## config.mk

```make
export PLATFORM = sky130hd
export DESIGN_NAME = prog_clock_divider
export DESIGN_NICKNAME = d
export VERILOG_FILES = /design/src/rtl/prog_clock_divider_pkg.sv /design/src/rtl/prog_clock_divider_channel.sv /design/src/rtl/prog_clock_divider.sv
export SDC_FILE = /design/constraint.sdc
export NUM_CORES = 1
export LEC_CHECK = 0
export ABC_AREA = 1
export CAP_MARGIN = 30
export CORE_UTILIZATION = 60
export CTS_BUF_LIST = sky130_fd_sc_hd__clkbuf_4 sky130_fd_sc_hd__clkbuf_8
export CTS_CLUSTER_SIZE = 16
export DETAILED_ROUTE_END_ITERATION = 10
export PLACE_DENSITY = 0.77
export SLEW_MARGIN = 10
export SYNTH_ARGS = -nofsm -noshare
export SYNTH_HDL_FRONTEND = slang
export SYNTH_SLANG_ARGS = --single-unit
```

## constraint.sdc

```tcl
create_clock -name clock_in -period 10.21 [get_ports clock_in]
set_clock_uncertainty 0.05 [all_clocks]
set_input_delay 1.021 -clock clock_in [delete_from_list [all_inputs] [get_ports clock_in]]
set_output_delay 1.021 -clock clock_in [all_outputs]
set_load 0.03 [all_outputs]
```

## src/rtl/prog_clock_divider_pkg.sv

```systemverilog
// Shared defaults and channel state encoding for the programmable clock divider.
package prog_clock_divider_pkg;

    localparam int CNT_WIDTH_DEF   = 16;
    localparam int DEFAULT_DIV_DEF = 13312;

    typedef enum logic {
        CH_IDLE = 1'b0,
        CH_RUN  = 1'b1
    } ch_state_e;

endpackage

```

## src/rtl/prog_clock_divider_channel.sv

```systemverilog
// One divider channel: active/shadow divisor, phase counter, registered clock_out and tick.
module clock_divider_channel
    import prog_clock_divider_pkg::*;
#(
    parameter int CNT_WIDTH   = CNT_WIDTH_DEF,
    parameter int DEFAULT_DIV = DEFAULT_DIV_DEF
) (
    input  logic                 clock_in,
    input  logic                 reset_n,
    input  logic                 enable,
    input  logic                 sync,
    input  logic                 load,
    input  logic [CNT_WIDTH-1:0] load_value,
    output logic                 clock_out,
    output logic                 tick,
    output logic                 load_pending
);

    localparam logic [CNT_WIDTH-1:0] DEF_DIV = CNT_WIDTH'(DEFAULT_DIV);
    localparam logic [CNT_WIDTH-1:0] ONE     = CNT_WIDTH'(1);

    ch_state_e            state_q, state_d;
    logic [CNT_WIDTH-1:0] cnt_q, cnt_d;
    logic [CNT_WIDTH-1:0] div_q, div_d;
    logic [CNT_WIDTH-1:0] shadow_q, shadow_d;
    logic                 pend_q, pend_d;
    logic                 co_d, tick_d;
    logic                 boundary;
    logic [CNT_WIDTH-1:0] high_len;

    always_comb begin
        state_d  = state_q;
        cnt_d    = cnt_q;
        div_d    = div_q;
        shadow_d = load ? load_value : shadow_q;
        pend_d   = pend_q;
        co_d     = 1'b0;
        tick_d   = 1'b0;
        boundary = 1'b0;
        high_len = '0;
        if (!enable) begin
            // Going idle: any waiting divisor becomes active right away.
            state_d = CH_IDLE;
            cnt_d   = '0;
            pend_d  = 1'b0;
            div_d   = load ? load_value : (pend_q ? shadow_q : div_q);
        end else begin
            state_d  = CH_RUN;
            // D of 0 or 1 wraps every cycle; the guard keeps div_q-1 from underflowing.
            boundary = (state_q == CH_IDLE) || sync || (div_q <= ONE) ||
                       (cnt_q >= div_q - ONE);
            if (state_q == CH_IDLE) begin
                div_d  = load ? load_value : div_q;
                pend_d = 1'b0;
            end else begin
                if (boundary && pend_q)
                    div_d = shadow_q;
                pend_d = load || (pend_q && !boundary);
            end
            cnt_d    = boundary ? '0 : cnt_q + ONE;
            high_len = (div_d >> 1) + CNT_WIDTH'(div_d[0]);
            co_d     = (div_d != '0) && (cnt_d < high_len);
            tick_d   = (div_d != '0) && boundary;
        end
    end

    always_ff @(posedge clock_in or negedge reset_n) begin
        if (!reset_n) begin
            state_q   <= CH_IDLE;
            cnt_q     <= '0;
            div_q     <= DEF_DIV;
            shadow_q  <= DEF_DIV;
            pend_q    <= 1'b0;
            clock_out <= 1'b0;
            tick      <= 1'b0;
        end else begin
            state_q   <= state_d;
            cnt_q     <= cnt_d;
            div_q     <= div_d;
            shadow_q  <= shadow_d;
            pend_q    <= pend_d;
            clock_out <= co_d;
            tick      <= tick_d;
        end
    end

    assign load_pending = pend_q;

endmodule

```

## src/rtl/prog_clock_divider.sv

```systemverilog
// Multi-channel programmable clock divider: divisor write decode and sync fan-out.
module prog_clock_divider
    import prog_clock_divider_pkg::*;
#(
    parameter int NUM_CH      = 4,
    parameter int CNT_WIDTH   = CNT_WIDTH_DEF,
    parameter int DEFAULT_DIV = DEFAULT_DIV_DEF,
    localparam int CH_W       = (NUM_CH > 1) ? $clog2(NUM_CH) : 1
) (
    input  logic                 clock_in,
    input  logic                 reset_n,
    input  logic [NUM_CH-1:0]    enable,
    input  logic                 div_load,
    input  logic [CH_W-1:0]      div_ch,
    input  logic [CNT_WIDTH-1:0] div_value,
    input  logic                 sync,
    output logic [NUM_CH-1:0]    clock_out,
    output logic [NUM_CH-1:0]    tick,
    output logic [NUM_CH-1:0]    load_pending
);

    logic [NUM_CH-1:0] ch_load;

    for (genvar i = 0; i < NUM_CH; i++) begin : g_ch
        // Out-of-range channel indices match no instance and are dropped.
        assign ch_load[i] = div_load && (div_ch == CH_W'(i));

        clock_divider_channel #(
            .CNT_WIDTH   (CNT_WIDTH),
            .DEFAULT_DIV (DEFAULT_DIV)
        ) u_ch (
            .clock_in     (clock_in),
            .reset_n      (reset_n),
            .enable       (enable[i]),
            .sync         (sync),
            .load         (ch_load[i]),
            .load_value   (div_value),
            .clock_out    (clock_out[i]),
            .tick         (tick[i]),
            .load_pending (load_pending[i])
        );
    end

endmodule

```

; ---- Word-level counts from Yosys, hierarchy flattened
; Index checks and enable logic that the tools add are counted.
[word_totals]
output_inout_bits = 12
ff_bits = 208
wordCells = 164
inputBits = 26
[op_classes]
n_reduce_logical = 49
eq_ne = 3
muxes = 56
n_addsub = 12
bitwise_logic = 4
order_cmp = 12
[op_table]
columns = operator, n
row1 = $mux W16, 36
row2 = $add A15 B1 Y16, 4
row3 = $add A16 B1 Y16 const B, 4
row4 = $ge A16 B16 Y1, 4
row5 = $le A16 B1 Y1 const B, 4
row6 = $lt A16 B16 Y1, 4
row7 = $reduce_bool A16 Y1, 4
row8 = $sub A16 B1 Y16 const B, 4
row9 = $logic_and A1 B1 Y1, 20
row10 = $mux W1, 20
row11 = $logic_or A1 B1 Y1, 16
row12 = $reduce_bool A3 Y1, 4
row13 = $eq A2 B2 Y1 const B, 2
row14 = $logic_not A1 Y1, 4
row15 = $not A1 Y1, 4
row16 = $eq A2 B1 Y1 const B, 1
row17 = $logic_not A2 Y1, 1

; ---- Depth between registers and ports, before layout
; Gate-level depths: netlist (run 1).
[depth]
word_depth = 12
depth_mapped = 37
mapped_depth_nobuf = 36

; ---- Modules after synthesis
; Synthesis (run 1) repeated with hierarchy kept, for this count alone.
[unflattened]
cells_unflattened = 2621
hier_area_um2 = 18099.9
[modules_own_cells]
columns = mod, seq_area_each_um2, area_each_um2, cells_each, n_inst
row1 = clock_divider_channel at g_ch[0].u_ch ..., 1308.8, 4529.3, 658, 2
row2 = clock_divider_channel at g_ch[3].u_ch, 1308.8, 4598.2, 654, 1
row3 = clock_divider_channel at g_ch[1].u_ch, 1308.8, 4413.0, 643, 1
row4 = prog_clock_divider, 0.0, 30.0, 8, 1

; ---- Worst setup path before layout (run 1)
; OpenSTA, ideal clock, no wires.
[synth_path]
path_kind = register to register
startpoint = register g_ch[1].u_ch.div_q[0]
endpoint = register g_ch[1].u_ch.clock_out
setup_ns = 0.071
period_less_slack_ns = 5.025
setup_slack_ns = 5.185
t_arrival_ns = 4.903
t_required_ns = 10.089
path_stages_with_launch = 37
path_buffers = 1
cell_sequence = dfrtp_1 -> inv_1 -> ha_1 -> nand2_1 -> nor3_1 -> and2_1 -> nand2_1 -> nor3_1 -> nand3_1 -> xor2_1 -> inv_1 -> ha_1 -> nand4_1 -> nor2_1 -> nand2_1 -> nand2_1 -> nor2_2 -> nand2_2 -> nand2_1 -> buf_2 -> a21oi_1 -> o21ai_0 -> o21ai_0 -> ha_1 -> ha_1 -> nand2_1 -> nor2_1 -> nand2_1 -> xor2_1 -> ha_1 -> a21oi_1 -> nor2_1 -> a211oi_1 -> o21ai_0 -> a2111oi_0 -> nand2_1 -> nor2_1
[synth_between]
elab_chain_len = 11
word_cells_on_any_way = 16
cone_classes = add/sub (2) / order compare (3) / mux (6) / reduce/logical (5)
[synth_rtl]
columns = element, line_no
row1 = from (decl), prog_clock_divider_channel.sv:24  ; logic [CNT_WIDTH-1:0] div_q, div_d;
row2 = from (signal assigned), prog_clock_divider_channel.sv:79  ; div_q <= div_d;
row3 = $sub A16 B1 Y16 or $le A16 B1 Y1 (tied branches), "prog_clock_divider_channel.sv:51, prog_clock_divider_channel.sv:50"
row4 = $ge A16 B16 Y1 or $logic_or A1 B1 Y1 (tied branches), "prog_clock_divider_channel.sv:51, prog_clock_divider_channel.sv:50"
row5 = $logic_or A1 B1 Y1, prog_clock_divider_channel.sv:50  ; boundary = (state_q == CH_IDLE) || sync || (div_q <= ONE) ||
row6 = $logic_and A1 B1 Y1, prog_clock_divider_channel.sv:56  ; if (boundary && pend_q)
row7 = $mux W16, prog_clock_divider_channel.sv:56
row8 = $mux W16, prog_clock_divider_channel.sv:52  ; if (state_q == CH_IDLE) begin
row9 = $mux W16, prog_clock_divider_channel.sv:41  ; if (!enable) begin
row10 = $add A15 B1 Y16, prog_clock_divider_channel.sv:61  ; high_len = (div_d >> 1) + CNT_WIDTH'(div_d[0]);
row11 = $lt A16 B16 Y1, prog_clock_divider_channel.sv:62  ; co_d = (div_d != '0) && (cnt_d < high_len);
row12 = $logic_and A1 B1 Y1 (*), prog_clock_divider_channel.sv:62
row13 = $mux W1 (*), prog_clock_divider_channel.sv:41
row14 = net g_ch[1].u_ch.co_d, prog_clock_divider_channel.sv:27  ; logic co_d, tick_d;
row15 = to (signal assigned), prog_clock_divider_channel.sv:82  ; clock_out <= co_d;
row16 = to (decl), prog_clock_divider_channel.sv:14  ; output logic clock_out,
; Mark *: on every way through the listed nets, which the timed path passes. The rest lies on a longest branch. The select of a mux whose other input is x is not followed.
; A chain may end at the register's enable or synchronous reset.

; ---- Final worst setup path (run 1)
; Ends and elaborated chain as after synthesis.

==> results of run 1 <==
-- critical path: cells and delay by family, from the launching register on --
| family | cells | cell delay, ps |
|---|---|---|
| buffers and inverters | 2 | 210 |
| AND/OR/NAND/NOR | 18 | 3080 |
| flip-flops | 1 | 400 |
| adder cells (fa/ha/maj) | 4 | 940 |
| AO/OA/AOI/OAI | 7 | 1360 |
| XOR/XNOR | 2 | 310 |
-- synth_stat cells, types with 36 or more instances --
library cell / count / area (um^2)
nor3_1: 94 / 470
nand4_1: 36 / 225
clkbuf_1: 45 / 169
o21ai_0: 157 / 786
ha_1: 148 / 1850
inv_1: 334 / 1250
nand3_1: 213 / 1070
a21oi_1: 90 / 450
dfrtp_1: 184 / 4600
o22ai_1: 47 / 294
xor2_1: 83 / 727
nor2_1: 333 / 1250
nand2_1: 528 / 1980
-- layer usage --
layer  part of all wire  wire, um  up-vias
met5                  0         0        -
met4              0.028      1400        0
met3              0.070      3510      102
met2               0.47     23400      604
met1               0.43     21600     8065
li1                   -         -     8492
-- report_power, final --
group,internal (uW),switching [uW]
Sequential,927,65.8
Combinational,277,576
Clock,507,393
Total,1710,1030
-- worst paths after layout --
check / endpoint / cells after the start
worst max register to register: g_ch[1].u_ch.clock_out$_DFF_PN0_ / 33
worst max-delay path: g_ch[1].u_ch.clock_out$_DFF_PN0_ / 33
worst min register to register: g_ch[0].u_ch.shadow_q[13]$_DFFE_PN1P_ / 2
min in group clock_in: g_ch[0].u_ch.shadow_q[13]$_DFFE_PN1P_ / 2
max in group asynchronous: g_ch[0].u_ch.div_q[12]$_DFFE_PN1P_ / 4
worst min-delay path: g_ch[1].u_ch.clock_out$_DFF_PN0_ / 1
-- kinds of logic (layout without fill, tap and decap cells) --
family,count (synthesis),after routing,share of synthesized area
AOI/OAI and AO/OA,353,353,0.111
xor gates and xnor gates,98,98,0.0484
DFF,208,208,0.295
buffers and inverters,466,488,0.107
adders and majority gates,148,148,0.104
and+or+nand+nor,1331,1331,0.334
-- sequential cells by signal, summed over array words and instances, names as in the netlist --
name / flops
g_ch.u_ch.div_q: 64
g_ch.u_ch.cnt_q: 64
g_ch.u_ch.state_q: 4
g_ch.u_ch.clock_out: 4
g_ch.u_ch.tick: 4
g_ch.u_ch.shadow_q: 64
g_ch.u_ch.load_pending: 4
-- final cells by class --
cell class	count	area share
clock inverter	9	0.00393
inverter	360	0.0707
tap	384	0.0251
sequential	208	0.274
timing repair buffer	54	0.0299
multi-input combinational	1930	0.556
clock buffer	65	0.0406
-- per-stage QoR --
stage          instances  hold slack, ps  cell area, um^2  setup slack (ps)  total power, uW
4_1_cts             3008             434            19100              3850             2740
3_3_place_gp        2932             422            18200              4070             1820
3_5_place_dp        2934             425            18200              3910             1840
5_1_grt             3010             453            19100              2890             2920
6_report            3010             409            19100              3800             2750
2_1_floorplan       2604             408            17700              5190             1610
==> results.md, run 1 <==
- Max_cap viols: 0
- Post-route antenna net violation count: 0
- Setup violators final: 0
- Critical path data arrival time: 6860 ps
- Layout cell share with drive strength beyond 1: 0.0861
- Worst-Margin Slew: 911 ps
- M2 GR Usage: 0.544
- Clock buffer depth: 3
- M1 GR Usage: 0.441
- Area of the multi-input gates: 10600 um^2
- Final hold violation count: 0
- Total global routing overflow: 0
- Launch point of the worst path: g_ch[1].u_ch.div_q[0]$_DFFE_PN0P_
- Seq/Total Area, Yosys: 0.295
- Max Fclk: 156 MHz
- Setup Crit Path Kind: reg -> reg
- WL/cell: 16.6 um
- CP Capture Type: register
- Ant diodes: 0
- Dominant synthesized flop cell: dfrtp_1
- Final period utilization: 0.628
- Hpwl dp: 35500 um
- # nets final: 2768
- Area Overhead vs Synth: 7.71%
- Num CTS Buffers: 40
- Post-cts resize count: 0
- Largest net degree at the start of global routing: 92
- Number of global-route vias before repair: 16200
- Routed WL: 49900 um
- Critical Path Most Common Cell: nand2_1
- First-pass GRT wire length: 81000 um
- FFs w/ async S/R, synth: 1.00
- Clock Latency Late Sink: 570 ps
- Register area: 5240 um^2
- Std-Cell Rows: 62
- Power density cells: 144 nW/um^2
- Post-synth EDFFs: 0
- Most frequent cells in the layout: 528 x nand2_1, 334 x inv_1, 333 x nor2_1
- First DRT Iteration DRCs: 1637
- Clock-pin transition on the worst setup and hold timing paths: 60 ps
- CTS Hold Bufs: 0
- Ys Warns: 0
- Req. time, crit path: 10660 ps
- Reg-to-Reg Start: g_ch[1].u_ch.div_q[0]$_DFFE_PN0P_
- R2R Setup Slk: 3800 ps
- Port Buffers: 37
- Cells after Synth: 2604
- Worst-path fanout max: 20
- Number of vias per cell: 5.74
- Clk root buf: clkbuf_8
- Clock net sink count: 208
- Global Route met3 Usage: 0.0448
- Cell Area, Synth: 17700 um^2
- Via Count: 17300
- RSZ-0062 raised after global routing: false
- Gr busiest metal: met2
- Mean Syn Cell Area: 6.81 um^2
- Crit-path max cell delay: 440 ps
- Clock period minus worst slack: 6410 ps
- Fill cells: 2609
- Startpoint Class: register
- LEAKAGE: 0.00925 uW
- Max-slew violations: 0
- CP max-delay cell: nand2_1
- Setup Buffers After CTS: 0
- Setup TNS Final: 0 ps
- Final core occ: 0.660
- CTS tree: yes
- Peak supply drop: 0.000109 V
- CORE AREA: 28900 um^2
- Synthesized Nets: 2778
- H-tree lvl count: 2
- Pre-antenna DRT Iters: 6
- HP Class: in -> async
- Initial core utilization: 0.613
- Chip width: 174 um
- Die Footprint: 30300 um^2
- Total track usage: 0.328
- Initial antenna violation count: 0
- IO Pins: 38
- Final Wtd Congestion: 0.940
- Slew HR: 0.391
- Die Y: 174 um
- Number of synthesized register bits: 208
- Status: finished clean
- DRC violations left: 0
- Netlist cell types: 49
- Commonest non-fill, non-tap cell in the layout: nand2_1
No activity file was read; power rests on OpenSTA's default activity.
==> run 2: changes to the inputs <==
Clock period 10.21 ns to 5.9 ns, I/O delays scaled along.
==> run 2 against run 1 <==
  * First-iteration DRC count shrank 11%
  * Setup slack lost 3600 ps
  * Sequential cell count unchanged
  * Total power up 76%
  * Final cell count increased by 0.80%
  * Critical endpoint unchanged
  * Sequential share of layout area fell by 0.61 points
  * Clock power increased by 75%
  * Core utilization rose by 1.5 points
  * Combinational power is 79% higher
  * Largest cell class unchanged
==> results.md, run 2 (synthesized netlist as in run 1, its figures left out) <==
- Share of total power in sequential cells: 0.358 (was 0.362)
- Initial core utilization: 0.613 (unchanged)
- Top sig layer: met4 (unchanged)
- Hpwl dp: 36300 um (was 35500 um)
- Final period utilization: 0.963 (was 0.628)
- Worst-path fanout max: 9 (was 20)
- CP Capture Type: register (unchanged)
- Final hold violation count: 0 (unchanged)
- Combinational power share: 0.317 (was 0.311)
- Max_cap viols: 0 (unchanged)
- H-tree lvl count: 2 (unchanged)
- CTS tree: yes (unchanged)
- CTS Hold Bufs: 0 (unchanged)
- Final Wtd Congestion: 0.938 (was 0.940)
- Most frequent cells in the layout: 522 x nand2_1, 332 x inv_1, 331 x nor2_1 (was 528 x nand2_1, 334 x inv_1, 333 x nor2_1)
- HP Class: in -> async (unchanged)
- Via Count: 17500 (was 17300)
- Sw frac: 0.375 (was 0.377)
- WL/cell: 16.7 um (was 16.6 um)
- Post-route antenna net violation count: 0 (unchanged)
- Area Overhead vs Synth: 10.2% (was 7.71%)
- Wire length on met2: 23800 um (was 23400 um)
- Layout cell share with drive strength beyond 1: 0.107 (was 0.0861)
- Chip width: 174 um (unchanged)
- Int Pwr: 3020 uW (was 1710 uW)
- Clock net sink count: 208 (unchanged)
- Power Total: 4830 uW (was 2750 uW)
- First-pass GRT wire length: 82800 um (was 81000 um)
- Num CTS Buffers: 40 (unchanged)
- # nets final: 2794 (was 2768)
- Clk root buf: clkbuf_8 (unchanged)
- Port Buffers: 37 (unchanged)
- Die Footprint: 30300 um^2 (unchanged)
- Die Y: 174 um (unchanged)
- CORE AREA: 28900 um^2 (unchanged)
- Power density cells: 247 nW/um^2 (was 144 nW/um^2)
- Total global routing overflow: 0 (unchanged)
- Std-Cell Rows: 62 (unchanged)
- Worst-Margin Slew: 882 ps (was 911 ps)
- Sw power: 1810 uW (was 1030 uW)
- Ant diodes: 0 (unchanged)
- CP max-delay cell: dfrtp_1 (was nand2_1)
- IO Pins: 38 (unchanged)
- Startpoint Class: register (unchanged)
- Clock share of power: 0.325 (was 0.328)
- Pre-CTS setup slack: 148 ps (was 3910 ps)
- Largest net degree at the start of global routing: 108 (was 92)
- Crit-path max cell delay: 410 ps (was 440 ps)
- Routed WL: 50600 um (was 49900 um)
- DRC violations left: 0 (unchanged)
- Req. time, crit path: 6320 ps (was 10660 ps)
- Critical Path Most Common Cell: nand2_1 (unchanged)
- Max-slew violations: 0 (unchanged)
- Top Registers: g_ch.u_ch.cnt_q: 64 flops, g_ch.u_ch.div_q: 64 flops, g_ch.u_ch.shadow_q: 64 flops (unchanged)
- Hold slack final: 13.8 ps (was 409 ps)
- Initial antenna violation count: 0 (unchanged)
- Commonest non-fill, non-tap cell in the layout: nand2_1 (unchanged)
- Fill cells: 2528 (was 2609)
- First DRT Iteration DRCs: 1455 (was 1637)
- Final core occ: 0.676 (was 0.660)
- LEAKAGE: 0.00941 uW (was 0.00925 uW)
- Setup Crit Path Kind: reg -> reg (unchanged)
- Slew HR: 0.410 (was 0.391)
- Clock Latency Late Sink: 550 ps (was 570 ps)
- Clock period minus worst slack: 5680 ps (was 6410 ps)
- M1 WL: 21000 um (was 21600 um)
- Max Fclk: 176 MHz (was 156 MHz)
- Pre-antenna DRT Iters: 5 (was 6)
- Setup violators final: 0 (unchanged)
- Peak supply drop: 0.000290 V (was 0.000109 V)
- Clock-pin transition on the worst setup and hold timing paths: 60 ps (about the same)
- Total track usage: 0.335 (was 0.328)
- Number of global-route vias before repair: 16700 (was 16200)
- Post-route cell area: 19500 um^2 (was 19100 um^2)
- Post-DP Area: 18400 um^2 (was 18200 um^2)
- Met3 Wirelength: 3900 um (was 3510 um)
- Critical path data arrival time: 6110 ps (was 6860 ps)
- Status: finished clean (unchanged)
- Fin worst setup slack: 215 ps (was 3800 ps)
- Clock buffer depth: 3 (unchanged)
- RSZ-0062 raised after global routing: true (was false)
- Number of vias per cell: 5.76 (was 5.74)
run 2: changes by cell type in the layout (fill, tap and decap cells not counted), moves of 5 or more:
cell      change
buf_4        +24
clkbuf_8      +8
ha_1          -5
nand2_1       -6
nand2_2       +5
nor3_1        -8
nor3_2        +6
run 2: per-layer routing:
| layer | track usage | vias up |
|---|---|---|
| li1 | - | 8537 |
| met1 | 0.434 | 8150 |
| met2 | 0.556 | 664 |
| met3 | 0.0595 | 131 |
| met4 | 0.131 | 0 |
| met5 | 0 | - |
run 2: worst max-delay path: cells and delay by family, from the launching register on:
| family | cells | cell delay, ps |
|---|---|---|
| and+or+nand+nor | 23 | 2750 |
| adders and majority gates | 4 | 1040 |
| AOI/OAI and AO/OA | 5 | 910 |
| DFF | 1 | 410 |
| buffers and inverters | 3 | 310 |
| xor gates and xnor gates | 1 | 150 |
run 2: cell type report:
type	instances	area, um^2	area share
clock buffers	69	856	0.0438
inverters	360	1350	0.0691
clock inverters	3	17.5	0.000896
flip-flops and latches	208	5240	0.268
multi-input cells	1930	10800	0.554
repair buffers	80	782	0.0400
well taps	384	480	0.0246
run 2: path summary, 6_finish.rpt:
check	end	start	depth (start not counted)	slack (ps)
max	g_ch[1].u_ch.clock_out$_DFF_PN0_	g_ch[1].u_ch.div_q[0]$_DFFE_PN0P_	36	220
min	g_ch[1].u_ch.cnt_q[6]$_DFF_PN0_	reset_n	1	10
max reg2reg	g_ch[1].u_ch.clock_out$_DFF_PN0_	g_ch[1].u_ch.div_q[0]$_DFFE_PN0P_	36	220
min reg2reg	g_ch[0].u_ch.shadow_q[13]$_DFFE_PN1P_	g_ch[0].u_ch.shadow_q[13]$_DFFE_PN1P_	2	440
max in group asynchronous	g_ch[3].u_ch.cnt_q[14]$_DFF_PN0_	reset_n	2	4710
min in group clock_in	g_ch[0].u_ch.shadow_q[13]$_DFFE_PN1P_	g_ch[0].u_ch.shadow_q[13]$_DFFE_PN1P_	2	440
run 2: timing repair:
| item | CTS | global route |
|---|---|---|
| setup buffers | 0 | 10 |
| setup endpoints to repair | 0 | 3 |
| resized for setup | 0 | 50 |
run 2: through the flow:
step,cells,TNS [ps]
6_report,3034,0
5_1_grt,3034,-203
4_1_cts,3023,0
3_5_place_dp,2951,0
3_3_place_gp,2949,0
2_1_floorplan,2604,0
run 2: power groups by stage:
stage / clock network (uW) / registers (uW) / logic, uW
finish: 1570 / 1730 / 1530
global route: 1660 / 1740 / 1730
CTS: 1590 / 1720 / 1480
detailed placement: 0 / 1740 / 1470
global placement: 0 / 1740 / 1430
floorplan: 0 / 1700 / 1080
